**src/rtl/spi_slave_tx.sv**
```systemverilog
// spi_slave_tx: SPI mode-0 slave transmitter (MISO side), MSB first.
// Bytes from the fabric are queued in a small FIFO and shifted out on
// master sclk falling edges. sclk/cs_n are synchronised into the clk domain.
// When the FIFO is empty at a word boundary, FILL_BYTE is sent and underrun pulses.
// Optional feature macro: SPI_TX_MISO_OE_EN adds a miso_oe output for pad tristating.
//
// Handshake (tx side): a byte is accepted on any clk where tx_valid && tx_ready;
// tx_ready depends only on the registered FIFO level, never on tx_valid.
module spi_slave_tx #(
  parameter int                    DATA_WIDTH = 8,
  parameter int                    FIFO_DEPTH = 4,
  parameter logic [DATA_WIDTH-1:0] FILL_BYTE  = '0
) (
  input  logic                          clk,
  input  logic                          rst,
  input  logic                          sclk,
  input  logic                          cs_n,
`ifdef SPI_TX_MISO_OE_EN
  output logic                          miso_oe,
`endif
  output logic                          miso,
  input  logic [DATA_WIDTH-1:0]         tx_data,
  input  logic                          tx_valid,
  output logic                          tx_ready,
  output logic                          byte_sent,
  output logic                          underrun,
  output logic [$clog2(FIFO_DEPTH):0]   fifo_level
);

  localparam int AW = $clog2(FIFO_DEPTH);
  localparam int LW = AW + 1;
  localparam int CW = (DATA_WIDTH > 1) ? $clog2(DATA_WIDTH) : 1;

  typedef enum logic [1:0] {IDLE, WAIT_CS_HIGH, SHIFT} state_t;

  state_t                  state_q, state_d;
  logic [2:0]              sclk_sync;
  logic [1:0]              cs_n_sync;
  logic                    cs_act, cs_act_q, cs_rise, sclk_fall;
  logic [DATA_WIDTH-1:0]   mem [FIFO_DEPTH];
  logic [AW-1:0]           wr_ptr, rd_ptr;
  logic [LW-1:0]           level;
  logic                    push, pop, fifo_empty;
  logic [DATA_WIDTH-1:0]   shift_reg, shift_next;
  logic [CW-1:0]           bit_cnt;
  logic                    from_fifo;
  logic                    load, shift_en, abort;

  assign cs_act     = ~cs_n_sync[1];
  assign cs_rise    = cs_act & ~cs_act_q;
  assign sclk_fall  = sclk_sync[2] & ~sclk_sync[1];
  assign fifo_empty = (level == '0);
  assign tx_ready   = (level != LW'(FIFO_DEPTH));
  assign push       = tx_valid & tx_ready;
  // A load on an empty FIFO sends FILL_BYTE; a same-clk push is simply stored.
  assign pop        = load & ~fifo_empty;
  assign fifo_level = level;

  // Synchronisers run through reset so the reset branch can see the real CS level.
  always_ff @(posedge clk) begin
    sclk_sync <= {sclk_sync[1:0], sclk};
    cs_n_sync <= {cs_n_sync[0], cs_n};
    cs_act_q  <= cs_act;
  end

  // FIFO storage: data only, no reset needed.
  always_ff @(posedge clk) begin
    if (push) mem[wr_ptr] <= tx_data;
  end

  // FIFO pointers and occupancy; pointers wrap naturally (power-of-two depth).
  always_ff @(posedge clk) begin
    if (rst) begin
      wr_ptr <= '0;
      rd_ptr <= '0;
      level  <= '0;
    end else begin
      if (push) wr_ptr <= wr_ptr + AW'(1);
      if (pop)  rd_ptr <= rd_ptr + AW'(1);
      case ({push, pop})
        2'b10:   level <= level + LW'(1);
        2'b01:   level <= level - LW'(1);
        default: level <= level;
      endcase
    end
  end

  // State register; reset during an active frame parks in WAIT_CS_HIGH.
  always_ff @(posedge clk) begin
    if (rst) state_q <= cs_act ? WAIT_CS_HIGH : IDLE;
    else     state_q <= state_d;
  end

  // Next-state and shift-control decode.
  always_comb begin
    state_d  = state_q;
    load     = 1'b0;
    shift_en = 1'b0;
    abort    = 1'b0;
    case (state_q)
      IDLE: begin
        if (cs_rise) begin
          state_d = SHIFT;
          load    = 1'b1;
        end
      end
      WAIT_CS_HIGH: begin
        if (!cs_act) state_d = IDLE;
      end
      SHIFT: begin
        if (!cs_act) begin
          state_d = IDLE;
          abort   = 1'b1;
        end else if (sclk_fall) begin
          if (bit_cnt == CW'(DATA_WIDTH - 1)) load     = 1'b1;
          else                                shift_en = 1'b1;
        end
      end
      default: state_d = IDLE;
    endcase
  end

  // Next shift register contents: fresh word on load, else shift left.
  always_comb begin
    shift_next = shift_reg;
    if (load)          shift_next = fifo_empty ? FILL_BYTE : mem[rd_ptr];
    else if (shift_en) shift_next = {shift_reg[DATA_WIDTH-2:0], 1'b0};
  end

  // Shift datapath, MISO register and status pulses.
  always_ff @(posedge clk) begin
    if (rst) begin
      shift_reg <= '0;
      bit_cnt   <= '0;
      from_fifo <= 1'b0;
      miso      <= 1'b0;
      byte_sent <= 1'b0;
      underrun  <= 1'b0;
    end else begin
      shift_reg <= shift_next;
      byte_sent <= load && (state_q == SHIFT) && from_fifo;
      underrun  <= load && fifo_empty;
      miso      <= (state_d == SHIFT) ? shift_next[DATA_WIDTH-1] : 1'b0;
      if (load) begin
        bit_cnt   <= '0;
        from_fifo <= ~fifo_empty;
      end else if (shift_en) begin
        bit_cnt   <= bit_cnt + CW'(1);
      end else if (abort) begin
        bit_cnt   <= '0;
      end
    end
  end

`ifdef SPI_TX_MISO_OE_EN
  // Output enable follows the shifting state (CS active and a frame in progress).
  always_ff @(posedge clk) begin
    if (rst) miso_oe <= 1'b0;
    else     miso_oe <= (state_d == SHIFT);
  end
`endif

endmodule

```
**config.mk**
```make
export PLATFORM = sky130hd
export DESIGN_NAME = spi_slave_tx
export DESIGN_NICKNAME = d
export VERILOG_FILES = /design/src/rtl/spi_slave_tx.sv
export SDC_FILE = /design/constraint.sdc
export NUM_CORES = 1
export LEC_CHECK = 0
export CORE_MARGIN = 2
export CORE_UTILIZATION = 57
export CTS_CLUSTER_DIAMETER = 30
export DETAILED_ROUTE_END_ITERATION = 12
export PLACE_DENSITY = 0.78
export SYNTH_ARGS = -nofsm -noshare
export SYNTH_HDL_FRONTEND = slang
export SYNTH_SLANG_ARGS = --single-unit
```
**constraint.sdc**
```tcl
create_clock -name clk -period 3 [get_ports clk]
set_clock_uncertainty 0.05 [all_clocks]
set_input_delay 0.9 -clock clk [delete_from_list [all_inputs] [get_ports clk]]
set_output_delay 0.9 -clock clk [all_outputs]
set_load 0.1 [all_outputs]
```
==> results.json <==
{
  "relSlewSlack_pct": 63.1,
  "final.setup.tns_ns": 0,
  "max_freq_mhz": 373,
  "synth_edf_count": 32,
  "fin_crit_ns": 2.68,
  "power_mw": 1.87,
  "grt.total_usage_pct": 20.9,
  "hold_slack_ns": 0.278,
  "leakagePower_nw": 1.07,
  "core_um2": 4320,
  "synthArstFlopShare_pct": 0,
  "cp_data_arrival_time_ns": 2.89,
  "drt-vias-per-instance": 5.81,
  "path_clk_slew_ns": 0.06,
  "largest_reg_flops": 32,
  "vdd_ir_drop_max_v": 0.000414,
  "antenna_found_initial": 0,
  "numCtsBuffers": 9,
  "rsz0062_at_grt": "no",
  "drtIter0Drc": 92,
  "grt-ovfl-total": 0,
  "synth.avg_cell_area_um2": 13.0,
  "grt_pass1_wl_um": 7820,
  "clockBufferDepth": 2,
  "row_count": 24,
  "die_area_um2": 5030,
  "clock-sinks": 64,
  "antenna_left": 0,
  "die_h_um": 70.9,
  "initial_core_util_pct": 59.0,
  "fin_cells": 278,
  "rr_worst_depth": 12,
  "cts_tree": "done",
  "final_area_um2": 2940,
  "grt_use_met3_pct": 7.12,
  "whs_path_depth": 0,
  "wire_per_inst_um": 16.3,
  "cp-start-kind": "input port",
  "syn_inst": 197,
  "io_pins": 20,
  "dp_cells": 263,
  "h-tree-depth": 3,
  "grtUsageMet1_pct": 22.9,
  "crit_type": "in -> reg",
  "syn-num-nets": 221,
  "gr-usage-met2_pct": 35.7,
  "dieWidth_um": 70.9,
  "yosys_warnings": 0,
  "crit_path_max_fanout": 5,
  "place_hpwl_um": 3220,
  "seq_area_frac_synth_pct": 62.7,
  "vias": 1616,
  "grt_pass1_vias": 1659,
  "maxSlewViolCount": 0,
  "cts-hold-fix-buffers": 0,
  "setup_viol": 0,
  "status": "completed",
  "required_ns": 3.21,
  "grt_max_degree": 24,
  "placedInstanceArea_um2": 2780,
  "synth_flop_cell": "edfxtp_1",
  "postCtsSetupBuffers": 0,
  "remaining_drc_errors": 0,
  "worstHoldPathType": "reg -> reg",
  "wl_um": 4540,
  "place_congestion": 0.725,
  "period_share_pct": 89.3,
  "area_delta_synth_final_pct": 15.0,
  "cts_resized": 0,
  "drive_gt1_share_pct": 14.6,
  "nNetsFinal": 246,
  "firstDrtPassIters": 4,
  "p_per_area_nw_per_um2": 637,
  "maxCapViolCount": 0,
  "cp-end-kind": "flop",
  "synth.distinct_cells": 39,
  "diodes": 0,
  "ys_ff_latch": 64,
  "root_buffer": "clkbuf_8",
  "netlist_area_um2": 2550,
  "clk_latency_ns": 0.33,
  "worst_slew_pin_slew_ns": 0.553,
  "final_hold_viol_count": 0,
  "io_buffers": 19,
  "grt-busiest-layer": "met2"
}
cell families (layout without fill, tap and decap cells):
family / Yosys count / count (layout) / synth area share (%)
xor gates and xnor gates: 3 / 3 / 1.03
AOI/OAI and AO/OA: 34 / 34 / 8.28
and+or+nand+nor: 56 / 56 / 11.2
muxes: 10 / 10 / 7.94
buffers and inverters: 19 / 48 / 3.09
DFF: 64 / 64 / 62.7
adders and majority gates: 11 / 11 / 5.69
per-layer routing:
layer  part of all wire [%]  wire length, um
met1                     41             1870
met2                     52             2360
met3                    3.7              167
met4                    3.0              134
met5                      0                0
cell usage after synthesis, types with 2 or more instances:
master / number / area [um^2]
inv_1: 9 / 33.8
a21o_1: 2 / 15.0
or3_1: 2 / 12.5
a211oi_1: 8 / 60.1
nor2_1: 15 / 56.3
nand2_1: 9 / 33.8
dfxtp_1: 32 / 641
nor3_1: 5 / 25.0
nand3_1: 9 / 45.0
ha_1: 10 / 125
nand2b_1: 3 / 18.8
edfxtp_1: 32 / 961
and3_1: 4 / 25.0
a21oi_1: 16 / 80.1
a32oi_1: 2 / 17.5
o21ai_0: 2 / 10.0
nor2b_1: 2 / 12.5
xor2_1: 2 / 17.5
clkbuf_1: 3 / 11.3
nor3b_1: 2 / 15.0
buf_2: 3 / 15.0
mux4_2: 8 / 180
stage by stage:
| stage | util (%) | setup slack [ns] |
|---|---|---|
| floorplan | - | 0.0348 |
| global placement | 64.3 | 0.131 |
| detailed placement | 64.3 | -0.0124 |
| CTS | 67.9 | 0.349 |
| global route | 67.9 | 0.236 |
| finish | 67.9 | 0.321 |
worst paths after layout:
check,start,to,slack [ns]
setup reg to reg,state_q[0],fifo_level[2],0.41
setup / recovery,tx_valid,fifo_level[2],0.32
hold / removal,cs_n_sync[0],cs_n_sync[1],0.28
hold reg to reg,cs_n_sync[0],cs_n_sync[1],0.28
final cells by class:
class,instances,area [um^2]
sequential,64,1600
fill,304,1390
multi-input combinational,114,875
timing repair buffer,22,195
clock buffer,14,153
tap,52,65.1
inverter,11,41.3
clock inverter,1,5.00
where the power goes:
part           switching, mW  total, mW  internal [mW]
registers             0.0340       1.01          0.972
clock network          0.287      0.604          0.318
logic                  0.166      0.259         0.0931
worst max-delay path: stages:
cell and delay, ns:
clkdlybuf4s50_1 0.47, and2_1 0.21, clkinv_1 0.07, ha_1 0.18, inv_1 0.06, fa_1 0.38
xor2_1 0.17, or3_1 0.31, a21oi_1 0.14
cells in the final DEF, fill, tap and decap left out, types with 5 or more instances in the layout:
master           instances
edfxtp_1                32
dfxtp_1                 31
a21oi_1                 16
nor2_1                  15
clkdlybuf4s50_1         12
ha_1                    10
clkbuf_8                10
buf_4                   10
inv_1                    9
nand2_1                  9
nand3_1                  9
mux4_2                   8
a211oi_1                 8
nor3_1                   5
(Power assumes the default switching activity.)
